<file path="config.mk">
export PLATFORM = sky130hd
export DESIGN_NAME = seg_bus_reader
export DESIGN_NICKNAME = d
export VERILOG_FILES = /design/src/rtl/seg_bus_reader.sv
export SDC_FILE = /design/constraint.sdc
export NUM_CORES = 1
export LEC_CHECK = 0
export CORE_MARGIN = 1
export CORE_UTILIZATION = 54
export DETAILED_ROUTE_END_ITERATION = 6
export PLACE_DENSITY = 0.77
export SYNTH_ARGS = -nofsm -noshare
export SYNTH_HDL_FRONTEND = slang
export SYNTH_SLANG_ARGS = --single-unit
</file>
<file path="constraint.sdc">
create_clock -name clk -period 3.9 [get_ports clk]
set_input_delay 0.78 -clock clk [delete_from_list [all_inputs] [get_ports clk]]
set_output_delay 0.78 -clock clk [all_outputs]
set_load 0.01 [all_outputs]
</file>
<file path="src/rtl/seg_bus_reader.sv">
// seg_bus_reader: passive readback of a multiplexed seven-segment bus.
// Settles each digit's pattern, then decodes it to value/status/dp.

module seg_bus_reader #(
  parameter int NUM_DIGITS = 4,
  parameter int STABLE_CYC = 16
) (
  input  logic                    clk,
  input  logic                    reset,
  input  logic [NUM_DIGITS-1:0]   an,
  input  logic [7:0]              seg,
  output logic [4*NUM_DIGITS-1:0] digit_val,
  output logic [2*NUM_DIGITS-1:0] digit_sts,
  output logic [NUM_DIGITS-1:0]   digit_dp,
  output logic                    frame_done,
  output logic                    err
);
  localparam int IW = (NUM_DIGITS > 1) ? $clog2(NUM_DIGITS) : 1;
  localparam logic [7:0] LAST = 8'(STABLE_CYC - 1);
  localparam logic [7:0] FULL = 8'(STABLE_CYC);

  typedef enum logic [1:0] {
    S_WAIT,
    S_SETTLE,
    S_HOLD
  } state_t;

  state_t r_state, w_state_nx;

  logic [NUM_DIGITS-1:0]   r_an;
  logic [7:0]              r_seg;
  logic [7:0]              r_rseg;
  logic [7:0]              r_cnt, w_cnt_nx;
  logic [IW-1:0]           r_idx, w_idx;
  logic [3:0]              w_nlow;
  logic                    w_legal, w_ill, w_same;
  logic                    w_rec, w_fire, r_fire;
  logic [3:0]              w_dval;
  logic [1:0]              w_dsts;
  logic [NUM_DIGITS-1:0]   w_kbit;
  logic [4*NUM_DIGITS-1:0] r_val;
  logic [2*NUM_DIGITS-1:0] r_sts;
  logic [NUM_DIGITS-1:0]   r_dp;
  logic [NUM_DIGITS-1:0]   r_mask;
  logic                    r_fd, r_err;

  assign digit_val  = r_val;
  assign digit_sts  = r_sts;
  assign digit_dp   = r_dp;
  assign frame_done = r_fd;
  assign err        = r_err;

  // Count lit anodes and find the index of the lit one.
  always_comb begin
    w_nlow = '0;
    w_idx  = '0;
    for (int i = 0; i < NUM_DIGITS; i++) begin
      if (!r_an[i]) begin
        w_nlow = w_nlow + 4'd1;
        w_idx  = IW'(i);
      end
    end
  end

  assign w_legal = (w_nlow == 4'd1);
  assign w_ill   = (w_nlow > 4'd1);
  assign w_same  = (w_idx == r_idx) && (r_seg == r_rseg);

  always_comb begin
    w_state_nx = r_state;
    w_cnt_nx   = r_cnt;
    w_rec      = 1'b0;
    w_fire     = 1'b0;
    unique case (r_state)
      S_WAIT: begin
        w_cnt_nx = '0;
        if (w_legal) begin
          w_rec      = 1'b1;
          w_cnt_nx   = 8'd1;
          w_state_nx = S_SETTLE;
        end
      end
      S_SETTLE: begin
        if (!w_legal) begin
          w_state_nx = S_WAIT;
          w_cnt_nx   = '0;
        end else if (!w_same) begin
          w_rec    = 1'b1;
          w_cnt_nx = 8'd1;
        end else if (r_cnt == LAST) begin
          w_cnt_nx   = FULL;
          w_fire     = 1'b1;
          w_state_nx = S_HOLD;
        end else begin
          w_cnt_nx = r_cnt + 8'd1;
        end
      end
      S_HOLD: begin
        if (!w_legal) begin
          w_state_nx = S_WAIT;
          w_cnt_nx   = '0;
        end else if (!w_same) begin
          w_rec      = 1'b1;
          w_cnt_nx   = 8'd1;
          w_state_nx = S_SETTLE;
        end
      end
      default: begin
        w_state_nx = S_WAIT;
        w_cnt_nx   = '0;
      end
    endcase
  end

  // dp is excluded from the decode; it is latched separately.
  always_comb begin
    w_dval = 4'd0;
    w_dsts = 2'b01;
    case (r_rseg[6:0])
      7'h3F: w_dval = 4'd0;
      7'h06: w_dval = 4'd1;
      7'h5B: w_dval = 4'd2;
      7'h4F: w_dval = 4'd3;
      7'h66: w_dval = 4'd4;
      7'h6D: w_dval = 4'd5;
      7'h7D: w_dval = 4'd6;
      7'h07: w_dval = 4'd7;
      7'h7F: w_dval = 4'd8;
      7'h6F: w_dval = 4'd9;
      7'h40: w_dsts = 2'b10;
      7'h00: w_dsts = 2'b00;
      default: w_dsts = 2'b11;
    endcase
  end

  always_comb begin
    w_kbit = '0;
    w_kbit[r_idx] = r_fire;
  end

  always_ff @(posedge clk or posedge reset) begin
    if (reset) begin
      r_an    <= '1;
      r_seg   <= '0;
      r_state <= S_WAIT;
      r_cnt   <= '0;
      r_idx   <= '0;
      r_rseg  <= '0;
      r_fire  <= 1'b0;
    end else begin
      r_an    <= an;
      r_seg   <= seg;
      r_state <= w_state_nx;
      r_cnt   <= w_cnt_nx;
      r_fire  <= w_fire;
      if (w_rec) begin
        r_idx  <= w_idx;
        r_rseg <= r_seg;
      end
    end
  end

  always_ff @(posedge clk or posedge reset) begin
    if (reset) begin
      r_val  <= '0;
      r_sts  <= '0;
      r_dp   <= '0;
      r_mask <= '0;
      r_fd   <= 1'b0;
      r_err  <= 1'b0;
    end else begin
      if (r_fire) begin
        r_val[4*r_idx +: 4] <= w_dval;
        r_sts[2*r_idx +: 2] <= w_dsts;
        r_dp[r_idx]         <= r_rseg[7];
      end
      r_err <= r_err | w_ill | (r_fire & (w_dsts == 2'b11));
      // A full mask pulses and clears; a same-cycle latch survives it.
      if (&r_mask) begin
        r_fd   <= 1'b1;
        r_mask <= w_kbit;
      end else begin
        r_fd   <= 1'b0;
        r_mask <= r_mask | w_kbit;
      end
    end
  end

endmodule

</file>
Word-level counts from Yosys, hierarchy flattened
Index checks and enable logic that the tools add are counted.

Magnitude comparators: 3. Shifts and indexed selects: 4. Add/subtract/negate cells: 6. Bitwise operators: 5. Reduce and logical (&&, ||, !) cells: 8. Multiply operators: 0. Div/mod/pow operators: 0. Eq/ne operators: 22. Mux-type cells: 38.

Operator list (count): 7-bit equality test (second input constant) (8); 8-bit 2-to-1 mux (5); 4-bit case mux with 9 select lines (1); 3-bit negation with 34-bit output (1); 4-bit negation with 34-bit output (1); 2-bit by 34-bit variable shift with 8-bit output (first input constant) (1); 4-bit by 34-bit variable shift with 16-bit output (first input constant) (1); 2-bit by 34-bit variable part select with 8-bit output (1); 4-bit by 34-bit variable part select with 16-bit output (1); 8-bit case mux with 3 select lines (1); 16-bit bitwise mux (1); 2-bit 2-to-1 mux (8); 4-bit 2-to-1 mux (4); 7-bit by 3-bit equality test with 1-bit output (second input constant) (2); 4-bit by 1-bit adder with 4-bit output (second input constant) (3); 1-bit 2-to-1 mux (12); 2-bit case mux with 3 select lines (2); 10-bit OR reduction (1); 3-bit != test (second input constant) (3); 8-bit by 1-bit adder with 8-bit output (second input constant) (1); 8-bit bitwise mux (1); 8-bit by 4-bit equality test with 1-bit output (second input constant) (1); 8-bit equality test (1); 4-bit AND reduction (2); other kinds (20) (23).

Bits in registers: 67. Input port bits: 14. Bits in read-only memories: 0. Memories: 0. Word-level logic and storage cells: 99. RAM bits: 0. Output and inout port bits: 30. Latch bits: 0.

Depth between registers and ports, before layout
Depth after elaboration: 10. Gate-level depth with buffers: 11. Gate-level depth less buffers: 11.

Least setup slack after synthesis
Ideal clock, no wire load.

Path kind: reg-to-reg. Start point: register r_an[1]. End point: register r_state[0]. Stages on the path, launching flop included: 11. Data arrival time: 2790 ps. Buffers on the path: 0. Setup slack: 990 ps. Period minus slack after synthesis: 2910 ps. Cell sequence: dfstp_2 inv_1 ha_1 nand2b_1 and2_1 ha_1 or3_1 o221ai_1 o21ai_1 or4_1 and3_1.

Cells in the longest elaborated chain, start to end: 8. Elaborated cells between the ends (all ways): 19. Classes of those cells: 2 x add/sub; 6 x eq/ne; 9 x mux; 2 x reduce/logical.

RTL lines: from (decl) (RTL line 30) `logic [NUM_DIGITS-1:0] r_an;`; from (signal assigned) (RTL line 151) `r_an <= an;`; 4-bit 2-to-1 mux (RTL line 58) `if (!r_an[i]) begin`; 4-bit by 1-bit adder with 4-bit output (RTL line 59) `w_nlow = w_nlow + 4'd1;`; 4-bit 2-to-1 mux (RTL line 58); 4-bit by 1-bit adder with 4-bit output (RTL line 59); 4-bit 2-to-1 mux (RTL line 58); 4-bit by 1-bit equality test with 1-bit output (RTL line 65) `assign w_legal = (w_nlow == 4'd1);`; 3-bit != test (no line) (tied with other cells); 4-bit AND reduction (no line) / 2-bit case mux with 3 select lines (equally long branches); to (signal assigned) (RTL line 153) `r_state <= w_state_nx;`; to (decl) (RTL line 28) `state_t r_state, w_state_nx;`.

Parallel ways exist; a longest one is shown, timed or not. A chain may end at the register's enable or synchronous reset.

Final worst setup path
Start point: register r_an[1]. End point: register r_rseg[4].

Cells in the longest elaborated chain, start to end: 8. Elaborated cells between the ends (all ways): 15. Classes of those cells: 2 x add/sub; 2 x eq/ne; 10 x mux; 1 x reduce/logical.

RTL lines: 4-bit 2-to-1 mux / 1-bit 2-to-1 mux (equally long branches) (RTL line 58); 4-bit by 1-bit adder with 4-bit output / 2-bit 2-to-1 mux (equally long branches) (RTL line 59, 58); 4-bit 2-to-1 mux / 2-bit 2-to-1 mux (equally long branches) (RTL line 58); 4-bit by 1-bit adder with 4-bit output / 2-bit equality test (equally long branches) (RTL line 59, 67); 4-bit 2-to-1 mux / 1-bit logical AND (equally long branches) (RTL line 58, 67); 4-bit by 1-bit equality test with 1-bit output / 1-bit 2-to-1 mux (equally long branches) (RTL line 65, 87, 102); 1-bit 2-to-1 mux, on equally long branches (RTL line 84, 77); 1-bit case mux with 2 select lines (*) (RTL line 74) `unique case (r_state)`; to (signal assigned) (RTL line 158) `r_rseg <= r_seg;`; to (decl) (RTL line 32) `logic [7:0] r_rseg;`.

Mark *: on every way between the ends. The rest lies on a longest branch, timed or not.

==> metrics.csv <==
stage;metric;value;unit
logic_synthesis;yosysWarnings;0;
hold_path;hold_path.startpoint;r_mask[0];
sta;finalMaxSlewViolations;0;
sta;final.period_utilization;0.814;
logic_synthesis;synth_area_leaders;dfrtp_1, a22o_1, ha_1;
floorplanning;start_util;0.571;
floorplanning;die_x;79.0;um
grt;grt_util_all_layers;0.231;
sta;fin_worst_skew;0.00626;ns
logic_synthesis;avgSynthCellArea;11.2;um2
logic_synthesis;yosys_most_used_dff;dfrtp_1;
placed_design;dp.cells;391;
floorplanning;ioPinCount;44;
grt;grt_pass1_vias;2264;
power;power_frac_comb;0.271;
logic_synthesis;synthArstFlopShare;1.00;
critical_path;r2r-start;r_an[1];
critical_path;crit_path_max_fanout;10;
final_layout;areaGrowthSynthToFinish;20.2;%
cts;htreeDepth;3;
sta;setup_tns;0;ns
logic_synthesis;ys_seq_area_frac;0.525;
floorplanning;die_area;0.00624;mm2
floorplanning;core_area;0.00561;mm2
critical_path;critPathKind;register to register;
routing;wirelength;6420;um
power;clock_power_share;0.268;
cts;clkSlewWorstSetupHoldPaths;0.06;ns
final_layout;final_cells;404;
cts;clock-root-buffer;clkbuf_8;
routing;wl_per_cell;15.9;um
floorplanning;die_h;79.0;um
power;peakVddDrop;0.341;mV
cts;clkSinkCount;67;
logic_synthesis;synth_top_area_cell;dfrtp_1;
cts;cts-hold-fix-buffers;0;
power;power.switching;652;uW
sta;rsz0062_at_grt;false;
cts;cts_made_buffers;9;
power;p_per_area;505;mW/mm2
critical_path;arrival;3.39;ns
sta;finalSetupViolations;0;
grt;grt_max_degree;68;
sta;fmax;0.315;GHz
hold_path;hold_path.class;register to register;
sta;worst_pin_slew;1.17;ns
routing;dr.pass1.iters;4;
power;internal-power;1.29;mW
placed_design;hpwl;4490;um
final_layout;nNetsFinal;357;
logic_synthesis;ys_ff_latch;67;
placed_design;place_congestion;0.829;
flow_run;maxCapViolCount;0;
final_layout;insertedDiodeCount;0;
sta;hold_viol_final;0;
routing;drt_iter0_drc;188;
final_layout;final_cell_mix;dfrtp_1, clkdlybuf4s50_1, nand2_1, a22o_1, nor2_1;
sta;slew_headroom;0.211;
power;switching_share;0.336;
logic_synthesis;synthesis.area;0.00320;mm2
floorplanning;rows;27;
grt;grt_pass1_wl;10900;um
critical_path;critPathLaunchType;register;
cts;cts_setup_buffers;0;
logic_synthesis;yosysTopAreaCellShare;0.493;
final_layout;final_common_cell;dfrtp_1;
grt;antenna_found_initial;0;
cts;clkLatencyLatePin;0.33;ns
cts;cts_tree;yes;
routing;viasPerCell;5.92;
logic_synthesis;synth_cell_types;49;
critical_path;critPathRequiredTime;4.12;ns
routing;drc;0;
outcome;outcome;completed;
cts;cts_resized;0;
final_layout;drive_above_1_share;0.123;
routing;vias;2391;
logic_synthesis;syn-num-nets;313;
logic_synthesis;synth-edff-count;0;
grt;overflow;0;
power;power_frac_seq;0.461;
placed_design;io_buffers;43;
critical_path;crit_path_start;r_an[1];
cts;clock_path_buffers;2;
routing;ant_nets;0;
logic_synthesis;synth_cells;286;
critical_path;endpoint_kind;register;
sta;final.min_clock_period;3.17;ns
power;power.leakage;1.68;nW
power groups by stage:
stage | Combinational [mW] | Sequential, mW | Clock (mW)
after detailed placement | 0.522 | 0.904 | 0
after CTS | 0.526 | 0.892 | 0.532
after global placement | 0.500 | 0.898 | 0
after floorplan | 0.490 | 0.821 | 0
after global routing | 0.593 | 0.912 | 0.562
final | 0.526 | 0.894 | 0.521
registers in the layout, indices dropped and copies added, names as in the netlist:
signal / count
digit_val: 16
digit_sts: 8
r_cnt: 8
r_rseg: 8
r_seg: 8
digit_dp: 4
r_an: 4
r_mask: 4
r_idx: 2
r_state: 2
err: 1
frame_done: 1
r_fire: 1
Yosys cell counts (2+ instances only):
| library cell | number |
|---|---|
| dfrtp_1 | 63 |
| nand2_1 | 26 |
| o21ai_0 | 9 |
| ha_1 | 13 |
| nor2_1 | 17 |
| mux2_2 | 13 |
| nand3_1 | 6 |
| o21a_1 | 2 |
| o41ai_1 | 2 |
| and3_1 | 6 |
| a21oi_1 | 8 |
| dfstp_2 | 4 |
| or4_1 | 4 |
| a22o_1 | 24 |
| inv_1 | 13 |
| or3_1 | 3 |
| nand2b_1 | 2 |
| nor3_1 | 7 |
| a211oi_1 | 3 |
| nand3b_1 | 4 |
| nand4_1 | 4 |
| clkbuf_1 | 8 |
| o21ai_1 | 2 |
| buf_2 | 2 |
| nor4_1 | 3 |
| xnor2_1 | 12 |
| o211ai_1 | 2 |
| nor4b_1 | 3 |
layout make-up:
| type | count | area, um2 |
|---|---|---|
| clock inverter | 4 | 45.0 |
| timing repair buffer | 44 | 438 |
| clock buffer | 9 | 124 |
| inverter | 13 | 48.8 |
| tap | 72 | 90.1 |
| multi-input combinational | 195 | 1420 |
| fill | 444 | 1760 |
| sequential | 67 | 1680 |
through the flow:
step                hold WS [ns]  power [mW]   util  instance area, um2  setup slack (ns)
floorplan                  0.446        1.31      -                3200             0.990
global placement           0.466        1.40  0.656                3680             0.891
detailed placement         0.469        1.43  0.656                3680             0.760
CTS                        0.487        1.95  0.686                3850             0.742
global route               0.499        2.07  0.686                3850             0.539
finish                     0.479        1.94  0.686                3850             0.727
metal layers:
layer,vias to the layer above,wire [um],track usage,part of all wire
met4,0,74,0.109,0.012
li1,1132,-,-,-
met2,72,3020,0.347,0.47
met5,-,0,0,0
met1,1179,3040,0.322,0.47
met3,8,282,0.0437,0.044
worst max-delay path, cell delays in order, from the launching register on:
cell and delay [ns]:
dfstp_2 0.57, inv_1 0.05, ha_1 0.22, nand2b_1 0.17, and2_1 0.15, ha_1 0.30, or3_1 0.41, o221ai_1 0.24
o21ai_1 0.24, nor2_1 0.25, o21ai_4 0.16, mux2_2 0.30
cell families (layout without fill, tap and decap cells):
logic type / count (synthesis) / count (layout) / synth area share
multiplexers: 14 / 14 / 0.0489
flip-flops: 67 / 67 / 0.525
XOR/XNOR: 12 / 12 / 0.0328
buffers and inverters: 24 / 70 / 0.0313
AND/OR/NAND/NOR: 93 / 93 / 0.156
AO/OA/AOI/OAI: 63 / 63 / 0.155
adder cells (fa/ha/maj): 13 / 13 / 0.0508
path summary, 6_finish.rpt:
path | end | slack (ns) | depth (start not counted)
min reg2reg | r_mask[0] | 0.48 | 2
min in group asynchronous | r_cnt[2] | 1.00 | 3
min | r_mask[0] | 0.48 | 2
max | r_rseg[4] | 0.73 | 11
max reg2reg | r_rseg[4] | 0.73 | 11
max in group asynchronous | r_mask[0] | 2.35 | 3
Power figures use the tool's default switching activity.
